File: src/rtl/fsm_stream_arbiter_pkg.sv
// Shared types for the two-requester serial stream arbiter.
// Holds core/controller state encodings, widths and the round-robin pick.
package fsm_stream_arbiter_pkg;

  localparam int LEN_W = 4;
  localparam int N_REQ = 2;

  typedef enum logic [1:0] {
    ST_A = 2'b00,
    ST_B = 2'b01,
    ST_C = 2'b11
  } core_state_e;

  typedef enum logic [1:0] {
    IDLE  = 2'b00,
    CLEAR = 2'b01,
    RUN   = 2'b10,
    DONE  = 2'b11
  } ctrl_state_e;

  // Contention goes to the requester that did not own the last burst.
  function automatic logic rr_pick(
    input logic [N_REQ-1:0] req,
    input logic             last
  );
    if (&req) return ~last;
    return req[1];
  endfunction

endpackage

File: src/rtl/fsm_stream_arbiter_core.sv
// Three-state A/B/C Mealy core shared between the two requesters.
// Holds when disabled; synchronous clear wins over enable.
module abc_mealy_core
  import fsm_stream_arbiter_pkg::*;
(
  input  logic       clk,
  input  logic       rst,
  input  logic       en,
  input  logic       clr,
  input  logic       x,
  output logic [1:0] state,
  output logic       y,
  output logic       z
);

  logic [1:0] state_q, state_d;

  always_comb begin
    state_d = state_q;
    y       = 1'b0;
    z       = 1'b0;
    case (state_q)
      ST_A: begin
        state_d = x ? ST_C : ST_B;
        y       = x;
        z       = 1'b1;
      end
      ST_B: begin
        state_d = x ? ST_C : ST_B;
        y       = 1'b1;
      end
      ST_C: begin
        state_d = x ? ST_C : ST_A;
      end
      // 2'b10 steps like A but drives 00.
      default: begin
        state_d = x ? ST_C : ST_B;
      end
    endcase
  end

  always_ff @(posedge clk or negedge rst) begin
    if (!rst) begin
      state_q <= ST_A;
    end else if (clr) begin
      state_q <= ST_A;
    end else if (en) begin
      state_q <= state_d;
    end
  end

  assign state = state_q;

endmodule

File: src/rtl/fsm_stream_arbiter.sv
// Round-robin burst arbiter feeding one requester's serial bits
// into the shared A/B/C Mealy core for a latched burst length.
module fsm_stream_arbiter
  import fsm_stream_arbiter_pkg::*;
(
  input  logic             clk,
  input  logic             rst,
  input  logic [N_REQ-1:0] req,
  input  logic [LEN_W-1:0] len0,
  input  logic [LEN_W-1:0] len1,
  input  logic [N_REQ-1:0] x_in,
  output logic [N_REQ-1:0] gnt,
  output logic             out_valid,
  output logic             out_id,
  output logic             y,
  output logic             z,
  output logic [1:0]       core_state,
  output logic             done,
  output logic             abort
);

  ctrl_state_e      st_q;
  logic             id_q;
  logic             last_q;
  logic             abort_q;
  logic [LEN_W-1:0] cnt_q;

  logic run, live, win;
  logic core_y, core_z;

  assign run  = (st_q == RUN);
  assign live = run & req[id_q];
  assign win  = rr_pick(req, last_q);

  abc_mealy_core u_core (
    .clk   (clk),
    .rst   (rst),
    .en    (live),
    .clr   (st_q == CLEAR),
    .x     (x_in[id_q]),
    .state (core_state),
    .y     (core_y),
    .z     (core_z)
  );

  always_comb begin
    gnt       = '0;
    gnt[id_q] = run;
  end

  assign out_valid = live;
  assign out_id    = id_q;
  assign y         = live & core_y;
  assign z         = live & core_z;
  assign done      = (st_q == DONE);
  assign abort     = done & abort_q;

  always_ff @(posedge clk or negedge rst) begin
    if (!rst) begin
      st_q    <= IDLE;
      id_q    <= 1'b0;
      last_q  <= 1'b1;
      abort_q <= 1'b0;
      cnt_q   <= '0;
    end else begin
      unique case (st_q)
        IDLE: begin
          if (|req) begin
            id_q    <= win;
            cnt_q   <= win ? len1 : len0;
            abort_q <= 1'b0;
            st_q    <= CLEAR;
          end
        end
        CLEAR: begin
          st_q <= (cnt_q == '0) ? DONE : RUN;
        end
        RUN: begin
          if (!req[id_q]) begin
            abort_q <= 1'b1;
            st_q    <= DONE;
          end else begin
            cnt_q <= cnt_q - 1'b1;
            if (cnt_q == 4'd1) st_q <= DONE;
          end
        end
        DONE: begin
          last_q <= id_q;
          st_q   <= IDLE;
        end
      endcase
    end
  end

endmodule

File: config.mk
export PLATFORM = sky130hd
export DESIGN_NAME = fsm_stream_arbiter
export DESIGN_NICKNAME = d
export VERILOG_FILES = /design/src/rtl/fsm_stream_arbiter_pkg.sv /design/src/rtl/fsm_stream_arbiter_core.sv /design/src/rtl/fsm_stream_arbiter.sv
export SDC_FILE = /design/constraint.sdc
export NUM_CORES = 1
export LEC_CHECK = 0
export CAP_MARGIN = 20
export CORE_MARGIN = 5
export CORE_UTILIZATION = 48
export DETAILED_ROUTE_END_ITERATION = 8
export PLACE_DENSITY = 0.82
export SYNTH_ARGS = -nofsm -noshare
export SYNTH_HDL_FRONTEND = slang
export SYNTH_SLANG_ARGS = --single-unit
File: constraint.sdc
create_clock -name clk -period 5.25 [get_ports clk]
set_input_delay 0.525 -clock clk [delete_from_list [all_inputs] [get_ports clk]]
set_output_delay 0.525 -clock clk [all_outputs]
set_load 0.005 [all_outputs]
==> impl_metrics.yaml, run 1 <==
run_status:
  status: "complete, no violations"
timing:
  fin_crit_sh_pct: 52.56
  setup_viol: 0
  rsz0062_at_grt: "false"
  finalHoldViolations: 0
  fmaxAchievable_mhz: 362.4
  period_needed_ps: 2759
  relSlewSlack_pct: 65.95
  finalSetupTns_ps: 0
  skew_ps: 1.713
  maxSlewViolCount: 0
  worst_slew_pin_slew_ps: 497.8
clocking:
  insertion_delay_ps: 270
  cts_setup_buffers: 0
  htree_num_levels: 1
  clock-sinks: 11
  cts_tree: "yes"
  ctsResizeCount: 0
  clk_path_buf_depth: 2
  path_clk_slew_ps: 70
  cts_root_buf: "clkbuf_4"
  cts_made_buffers: 3
  cts_hold_buf: 0
place:
  place.gp.congestion: 0.7831
  port_buffers: 23
  dp_cells: 123
  hpwl_mm: 1.385
  dpl-instance-area_um2: 1018
final_layout:
  diodes: 0
  area_growth_pct: 34.46
  drive_above_1_share_pct: 9.910
  postLayoutCoreUtil_pct: 68.55
  ff_latch_area_um2: 276.5
  multi_input_area_um2: 469.2
  layout.nets: 132
  fin_cells: 127
  fillers: 122
  fin_area_um2: 1045
die:
  die_y_um: 50.24
  rows: 14
  coreArea_um2: 1524
  start_util_pct: 50.99
  die_area_um2: 2524
  io_pins: 24
  die_w_um: 50.24
global_routing:
  grt_max_degree: 17
  grt_overflow: 0
  grt_pass1_vias: 682
  grt_first_pass_wirelength_mm: 2.973
  grt_antenna_before_repair: 0
  grtUsageTotal_pct: 14.74
worst_hold_path:
  hp-class: "reg -> reg"
power_and_ir_drop:
  combPwrFrac_pct: 57.8
  pwr-share-clk_pct: 10.3
  leakage_nw: 0.4434
  seqPwrFrac_pct: 31.9
  irDropWorstVdd_v: 0.0003101
  swShare_pct: 41.13
  switchingPower_mw: 0.2340
  internal_power_mw: 0.3349
  power.density_nw_per_um2: 544.6
synthesis:
  synth-seq-cells: 11
  synth_top_area_share_pct: 32.21
  syn_inst: 86
  synth_common_cells: "dfrtp_1, nand2_1, nor3_1"
  synth_area_leaders: "dfrtp_1, ha_1, mux2_2"
  synth-main-ff-cell: "dfrtp_1"
  synth_most_common_cell: "dfrtp_1"
  async_flop_share_pct: 100.0
  ys_seq_area_share_pct: 35.59
  yosys_warnings: 0
  syn_avg_cell_area_um2: 9.035
  synth_edf_count: 0
  syn_area_um2: 777.0
  syn-num-nets: 106
  ys_types: 32
  yosys.area.top_type: "dfrtp_1"
route:
  drc: 0
  routedWlPerCell_um: 13.76
  ant_nets: 0
  first_pass_iters: 6
  routed_wl_mm: 1.747
  drt-initial-drc-count: 11
  vias_per_cell: 5.457
  vias: 693
worst_setup_path:
  required_ps: 4720
  worst-path-max-fanout: 16
  cp.arrival_ps: 2230
  cp_slowest_cell: "clkdlybuf4s50_1"
  crit_type: "reg -> out"
  cp-start-kind: "flip-flop"
  cp-end-kind: "primary output"
  slowest_delay_ps: 530
  cp_cell_sequence: "inv_1 > ha_1 > nand2_1 > nor3_1 > clkdlybuf4s50_1"
flow_run:
  cap_violations: 0
## worst max-delay path: cells and delay by family, from the launching register on
kind	cells	cell delay, ps
fa+ha+maj	1	450
simple gates	2	470
buf+inv	2	640
flops	1	410
## logic make-up after synthesis
group / Yosys count / synth area share, %
flip-flops: 11 / 35.59
AND/OR/NAND/NOR: 35 / 22.87
buffers and inverters: 8 / 4.024
AO/OA/AOI/OAI: 18 / 16.75
multiplexers: 8 / 11.11
adder cells (fa/ha/maj): 6 / 9.662
## placed cells by master, fill, tap and decap left out, drive strengths merged, types with 2 or more instances in the layout
| cell | Yosys | layout |
|---|---|---|
| inv | 6 | 6 |
| nor2b | 2 | 2 |
| ha | 6 | 6 |
| mux2i | 3 | 3 |
| nand2 | 8 | 8 |
| dfrtp | 10 | 10 |
| nor2 | 6 | 6 |
| nor3 | 8 | 8 |
| and2 | 3 | 3 |
| a21boi | 2 | 2 |
| mux2 | 5 | 5 |
| clkbuf | 1 | 4 |
| clkdlybuf4s50 | 0 | 23 |
| nand3 | 2 | 2 |
| nand3b | 2 | 2 |
| o21ai | 7 | 7 |
## final cells by class
class / instances / area share (%)
multi-input cells: 67 / 44.91
flip-flops and latches: 11 / 26.47
clock buffers: 4 / 2.515
well taps: 16 / 1.916
inverters: 6 / 2.156
repair buffers: 23 / 22.04
## power groups by stage
stage	clock, mW	combinational (mW)	sequential (mW)
global route	0.0676	0.366	0.191
floorplan	0	0.225	0.167
CTS	0.0605	0.333	0.182
detailed placement	0	0.330	0.183
global placement	0	0.319	0.179
finish	0.0584	0.329	0.182
## metal layers
layer | global-route usage [%] | vias to the layer above | share of wire, %
met2 | 24.48 | 15 | 50
met1 | 18.21 | 318 | 44
met4 | 5.677 | 0 | 0.46
met3 | 3.550 | 2 | 4.8
li1 | - | 358 | -
met5 | 0 | - | 0
## per-stage QoR
step | worst slack, ps | hold slack, ps | power [mW]
6_report | 2491 | 526.6 | 0.5690
5_1_grt | 2314 | 543.8 | 0.6246
4_1_cts | 2473 | 533.2 | 0.5754
3_5_place_dp | 2543 | 515.6 | 0.5132
3_3_place_gp | 2565 | 506.8 | 0.4982
2_1_floorplan | 3563 | 229.4 | 0.3916
## registers in the layout, summed over array words and instances, names as in the netlist
name and count:
st_q 2, abort_q 1, last_q 1, u_core.state 2
out_id 1, cnt_q 4
## path summary, 6_finish.rpt
path | startpoint | to | slack, ps | depth (start not counted)
worst min register to register | cnt_q[1] | cnt_q[1] | 530 | 2
worst max-delay path | st_q[0] | y | 2490 | 5
worst max register to register | st_q[0] | cnt_q[2] | 3240 | 6
min in group asynchronous | rst | abort_q | 590 | 1
worst min-delay path | cnt_q[1] | cnt_q[1] | 530 | 2
max in group asynchronous | rst | last_q | 4300 | 1
Power figures use the tool's default switching activity.
==> run 2, diff against run 1 <==
- CORE_UTILIZATION: 48 -> 45
- PLACE_DENSITY: 0.82 -> 0.77
- clock period: 5.25 -> 2.8 ns (I/O delays scaled with it)
==> run 2 against run 1 <==
  * Die area grew 5.3%
  * Flip-flop and latch count is the same
  * Power grew 86%
  * Cell area grew 0.12%
  * First-iteration DRC count shrank 18%
  * Highest routed layer is now met3
  * Largest cell class unchanged
  * Critical path type unchanged
  * Combinational power grew 86%
  * Sequential power grew 86%
==> impl_metrics.yaml, run 2 (same netlist as run 1, synthesis figures left out) <==
clocking:
  clock-sinks: 11
  cts_made_buffers: 3
  path_clk_slew_ps: 70
  insertion_delay_ps: 270
  cts_hold_buf: 0
  clk_path_buf_depth: 2
  cts_tree: "yes"
  ctsResizeCount: 0
  cts_setup_buffers: 0
  htree_num_levels: 1
  cts_root_buf: "clkbuf_4"
worst_setup_path:
  r2r_start: "st_q[0]"
  worst-path-max-fanout: 16
  cp.arrival_ps: 2270
  reg2reg_slack_ps: 720
  r2r_end: "cnt_q[2]"
  required_ps: 2520
  r2r_cells: 6
  crit_type: "reg -> out"
  cp-start-kind: "flip-flop"
  cp-end-kind: "primary output"
place:
  port_buffers: 23
  place.gp.congestion: 0.7953
  dp_cells: 124
  hpwl_mm: 1.395
power_and_ir_drop:
  switchingPower_mw: 0.4309
  swShare_pct: 40.67
  irDropWorstVdd_v: 0.0004605
  internal_power_mw: 0.6287
  pwr-share-clk_pct: 10.3
  seqPwrFrac_pct: 32.0
  leakage_nw: 0.4434
  power.density_nw_per_um2: 1013
  combPwrFrac_pct: 57.7
final_layout:
  area_growth_pct: 34.62
  diodes: 0
  regMostFlops: "cnt_q"
  drive_above_1_share_pct: 9.910
  fillers: 145
  largest_reg_flops: 4
  fin_cells: 128
  final_cell_mix: "clkdlybuf4s50_1, dfrtp_1, nand2_1, nor3_1"
  layout.nets: 132
  final_common_cell: "clkdlybuf4s50_1"
die:
  die_y_um: 51.56
  die_area_um2: 2658
  rows: 15
  start_util_pct: 46.00
  die_w_um: 51.56
  coreArea_um2: 1689
  io_pins: 24
worst_hold_path:
  hp-class: "in -> async"
route:
  drc: 0
  routedWlPerCell_um: 13.41
  first_pass_iters: 4
  ant_nets: 0
  drt-initial-drc-count: 9
  routed_wl_mm: 1.716
  vias: 706
  vias_per_cell: 5.516
timing:
  fin_crit_sh_pct: 91.00
  finalHoldViolations: 0
  finalSetupTns_ps: 0
  fin_hold_ws_ps: 343.1
  relSlewSlack_pct: 65.31
  setup_viol: 0
  maxSlewViolCount: 0
  rsz0062_at_grt: "false"
  worst_slew_pin_slew_ps: 518.7
  period_needed_ps: 2548
  skew_ps: 9.777
  fmaxAchievable_mhz: 392.5
run_status:
  status: "complete, no violations"
global_routing:
  grt_pass1_vias: 694
  grt_antenna_before_repair: 0
  grtUsageTotal_pct: 14.33
  grt_overflow: 0
  grt_max_degree: 17
  grt_first_pass_wirelength_mm: 2.863
flow_run:
  cap_violations: 0
## run 2: cell counts in the layout (fill, tap and decap cells not counted)
Identical to the previous run, type by type.
## run 2: worst max-delay path by stage
| stage | depth (start not counted) | to | startpoint | slack, ps |
|---|---|---|---|---|
| after global placement | 5 | y | req[0] | 590 |
| after detailed placement | 5 | y | st_q[0] | 540 |
| after floorplan | 6 | cnt_q[2] | st_q[0] | 1110 |
| final | 5 | y | st_q[0] | 250 |
| after CTS | 5 | y | st_q[0] | 220 |
| after global routing | 5 | y | st_q[0] | 70 |
## run 2: area by class of cell
| type | instances | area (um2) | share of cell area (%) |
|---|---|---|---|
| well taps | 17 | 21.27 | 2.033 |
| repair buffers | 23 | 230.2 | 22.01 |
| flip-flops and latches | 11 | 276.5 | 26.44 |
| inverters | 6 | 22.52 | 2.153 |
| clock buffers | 4 | 26.28 | 2.512 |
| multi-input cells | 67 | 469.2 | 44.86 |
## run 2: worst max-delay path, stage by stage (launching register included)
cell and delay (ps):
dfrtp_1 420, inv_1 130, ha_1 450, nand2_1 250, nor3_1 220, clkdlybuf4s50_1 520
## run 2: through the flow
| stage | power, mW | util [%] | cell area, um2 | setup WS, ps |
|---|---|---|---|---|
| detailed placement | 0.9593 | 60.37 | 1020 | 536.2 |
| global placement | 0.9368 | 60.37 | 1020 | 593.5 |
| CTS | 1.072 | 61.93 | 1046 | 218.5 |
| floorplan | 0.7343 | - | 777.0 | 1113 |
| global route | 1.163 | 61.93 | 1046 | 73.41 |
| finish | 1.060 | 61.93 | 1046 | 252.1 |
## run 2: layer usage
metal	part of all wire [%]	track usage, %
met1	39	14.59
met2	55	27.33
met4	0	3.057
met5	0	0
met3	6.1	5.444
## run 2: power by group through the flow
stage,registers [mW],logic [mW],clock network [mW]
2_1_floorplan,0.312,0.422,0
3_3_place_gp,0.339,0.597,0
3_5_place_dp,0.342,0.617,0
4_1_cts,0.339,0.619,0.114
5_1_grt,0.354,0.688,0.121
6_report,0.339,0.612,0.109
==> patch (flow settings as in run 1) <==
Encoding of `ctrl_state_e`: now one-hot (4 bits for 4 states).
--- a/src/rtl/fsm_stream_arbiter_pkg.sv
+++ b/src/rtl/fsm_stream_arbiter_pkg.sv
@@ -12,9 +12,9 @@
   } core_state_e;
 
-  typedef enum logic [1:0] {
-    IDLE  = 2'b00,
-    CLEAR = 2'b01,
-    RUN   = 2'b10,
-    DONE  = 2'b11
+  typedef enum logic [3:0] {
+    IDLE  = 4'b0001,
+    CLEAR = 4'b0010,
+    RUN   = 4'b0100,
+    DONE  = 4'b1000
   } ctrl_state_e;
 
Check against the original RTL: no difference found for any inputs over 10 cycles, from zero or initial values and one cycle with rst low; not proved beyond that.
==> patch against run 1 <==
Synthesized cell count unchanged; power down 17%; non-clock buffer count unchanged; sequential cell count up 2; wire length up 4.4%; clock power up 5.7%; area after synthesis up 8.1%; cell area up 4.8%; setup slack worse by 76 ps; critical path type unchanged; largest power group unchanged; highest routed layer unchanged.
==> patch: results (changes against run 1) <==
Clock network
  – CTS Buf Count: 3 (unchanged)
  – CTS root buf: clkbuf_4
  – Max Root-Sink Buffers: 2 (unchanged)
  – H-tree Lvls: 1 (unchanged)
  – Postcts setup bufs: 0 (unchanged)
  – CTS resizes: 0 (unchanged)
  – Hold_buf cts: 0 (unchanged)
  – Clock transition at the registers of the reported paths: 80 ps
  – Skew-Pair Late Insertion Delay: 280 ps

Logic synthesis
  – Synth unique cells: 35 (+9.4%)
  – Sequential fraction of the synthesis area: 39.05% (+3.5 points)
  – Synth top area cells: dfrtp_1 33%, mux2_2 6.7%, dfstp_2 6.3%, nor2_1 4.9%, nor3_1 4.8%
  – Avg Cell Area, Syn: 9.762 um2 (+8.1%)
  – Synth top cells by count: 11 x dfrtp_1, 11 x nor2_1, 8 x nor3_1
  – Post-synthesis async set-or-reset flop share: 100.0% (unchanged)
  – Synth warn: 0 (unchanged)
  – Syn nets: 102 (-3.8%)

Global routing
  – Initial antenna violation count: 0 (unchanged)
  – Vias in the first global route: 711 (+4.3%)
  – First-pass GRT wire length: 2898 um (-2.5%)
  – GRT Overall Usage: 14.66% (-0.080 points)
  – Largest net degree at the start of global routing: 14 (-3)

Route
  – Top sig layer: met4
  – Metal2 WL: 929 um (+5.8%)
  – DRT Pass-1 Iters: 4 (-2)
  – Met3 wire len: 92 um (+9.5%)
  – Routed WL: 1823 um (+4.4%)
  – Average wire per standard cell: 14.24 um (+3.5%)
  – Routed vias/inst: 5.875 (+7.7%)
  – DR iter-0 viols: 25 (+14)
  – Met1 WL: 760 um (-2.1%)

Status
  – Status: finished clean

Placed design
  – Post-placement cell count: 124 (+0.81%)
  – DP HPWL: 1358 um (-2.0%)
  – Place WS: 2579 ps (+35.96 ps)
  – GPL Wtd Cong: 0.7313 (-6.6%)
  – Dpl cell area: 1069 um2 (+4.9%)
  – Port bufs: 23 (unchanged)

Critical path
  – Arr. time, crit path: 2310 ps (+80 ps)
  – Worst-path maximum fanout: 10 (-6)

Final layout
  – Number of fill cells: 148 (+21%)
  – Nets: 128 (-3.0%)
  – Layout cells sized above 1: 16.22% (+6.3 points)
  – Ant diodes: 0 (unchanged)

Power
  – Leakage power: 0.4529 nW (+2.1%)
  – Sw Share: 38.69% (-2.4 points)
  – VDD IR-drop max: 0.0002551 V (-18%)

Timing
  – Setup Skew: 3.801 ps (+2.088 ps)
  – Slew headroom: 41.52% (-24 points)

Hold path
  – HP Class: flip-flop to flip-flop
## patch: final timing paths
check / end / slack, ps / start / depth (start not counted)
worst max-delay path: y / 2420 / st_q[1] / 4
worst min-delay path: cnt_q[3] / 560 / cnt_q[3] / 2
worst max register to register: cnt_q[0] / 3020 / st_q[0] / 4
worst min register to register: cnt_q[3] / 560 / cnt_q[3] / 2
max in group asynchronous: cnt_q[1] / 4250 / rst / 1
min in group asynchronous: out_id / 610 / rst / 1
## patch: power groups by stage
stage	Clock, mW	Sequential (mW)	Combinational [mW]
6_report	0.0617	0.193	0.217
3_5_place_dp	0	0.193	0.215
5_1_grt	0.0684	0.200	0.240
2_1_floorplan	0	0.180	0.158
3_3_place_gp	0	0.191	0.209
4_1_cts	0.0622	0.192	0.217
## patch: layout make-up
type	count	area, um2	share of cell area [%]
Tap cell	17	21.27	1.943
Sequential cell	13	327.8	29.94
Inverter	5	18.77	1.714
Clock buffer	4	26.28	2.400
Multi-Input combinational cell	66	470.5	42.97
Timing Repair Buffer	23	230.2	21.03
## patch: per-layer routing
metal | up-vias | track usage (%)
met2 | 18 | 25.94
met5 | - | 0
met4 | 0 | 7.860
met1 | 363 | 16.64
li1 | 367 | -
met3 | 4 | 2.292
## patch: critical path, stage by stage (launching register included)
cell             delay, ps
dfrtp_1                450
nor4b_4                560
nand2_1                270
nor3_1                 230
clkdlybuf4s50_1        530
## patch: cells by family (layout without fill, tap and decap cells)
family | Yosys count | count (layout) | synth area share, %
muxes | 7 | 7 | 9.091
buffers and inverters | 7 | 32 | 4.918
adders and majority gates | 2 | 2 | 2.980
AOI/OAI and AO/OA | 21 | 21 | 17.59
DFF | 13 | 13 | 39.05
and+or+nand+nor | 36 | 36 | 26.38
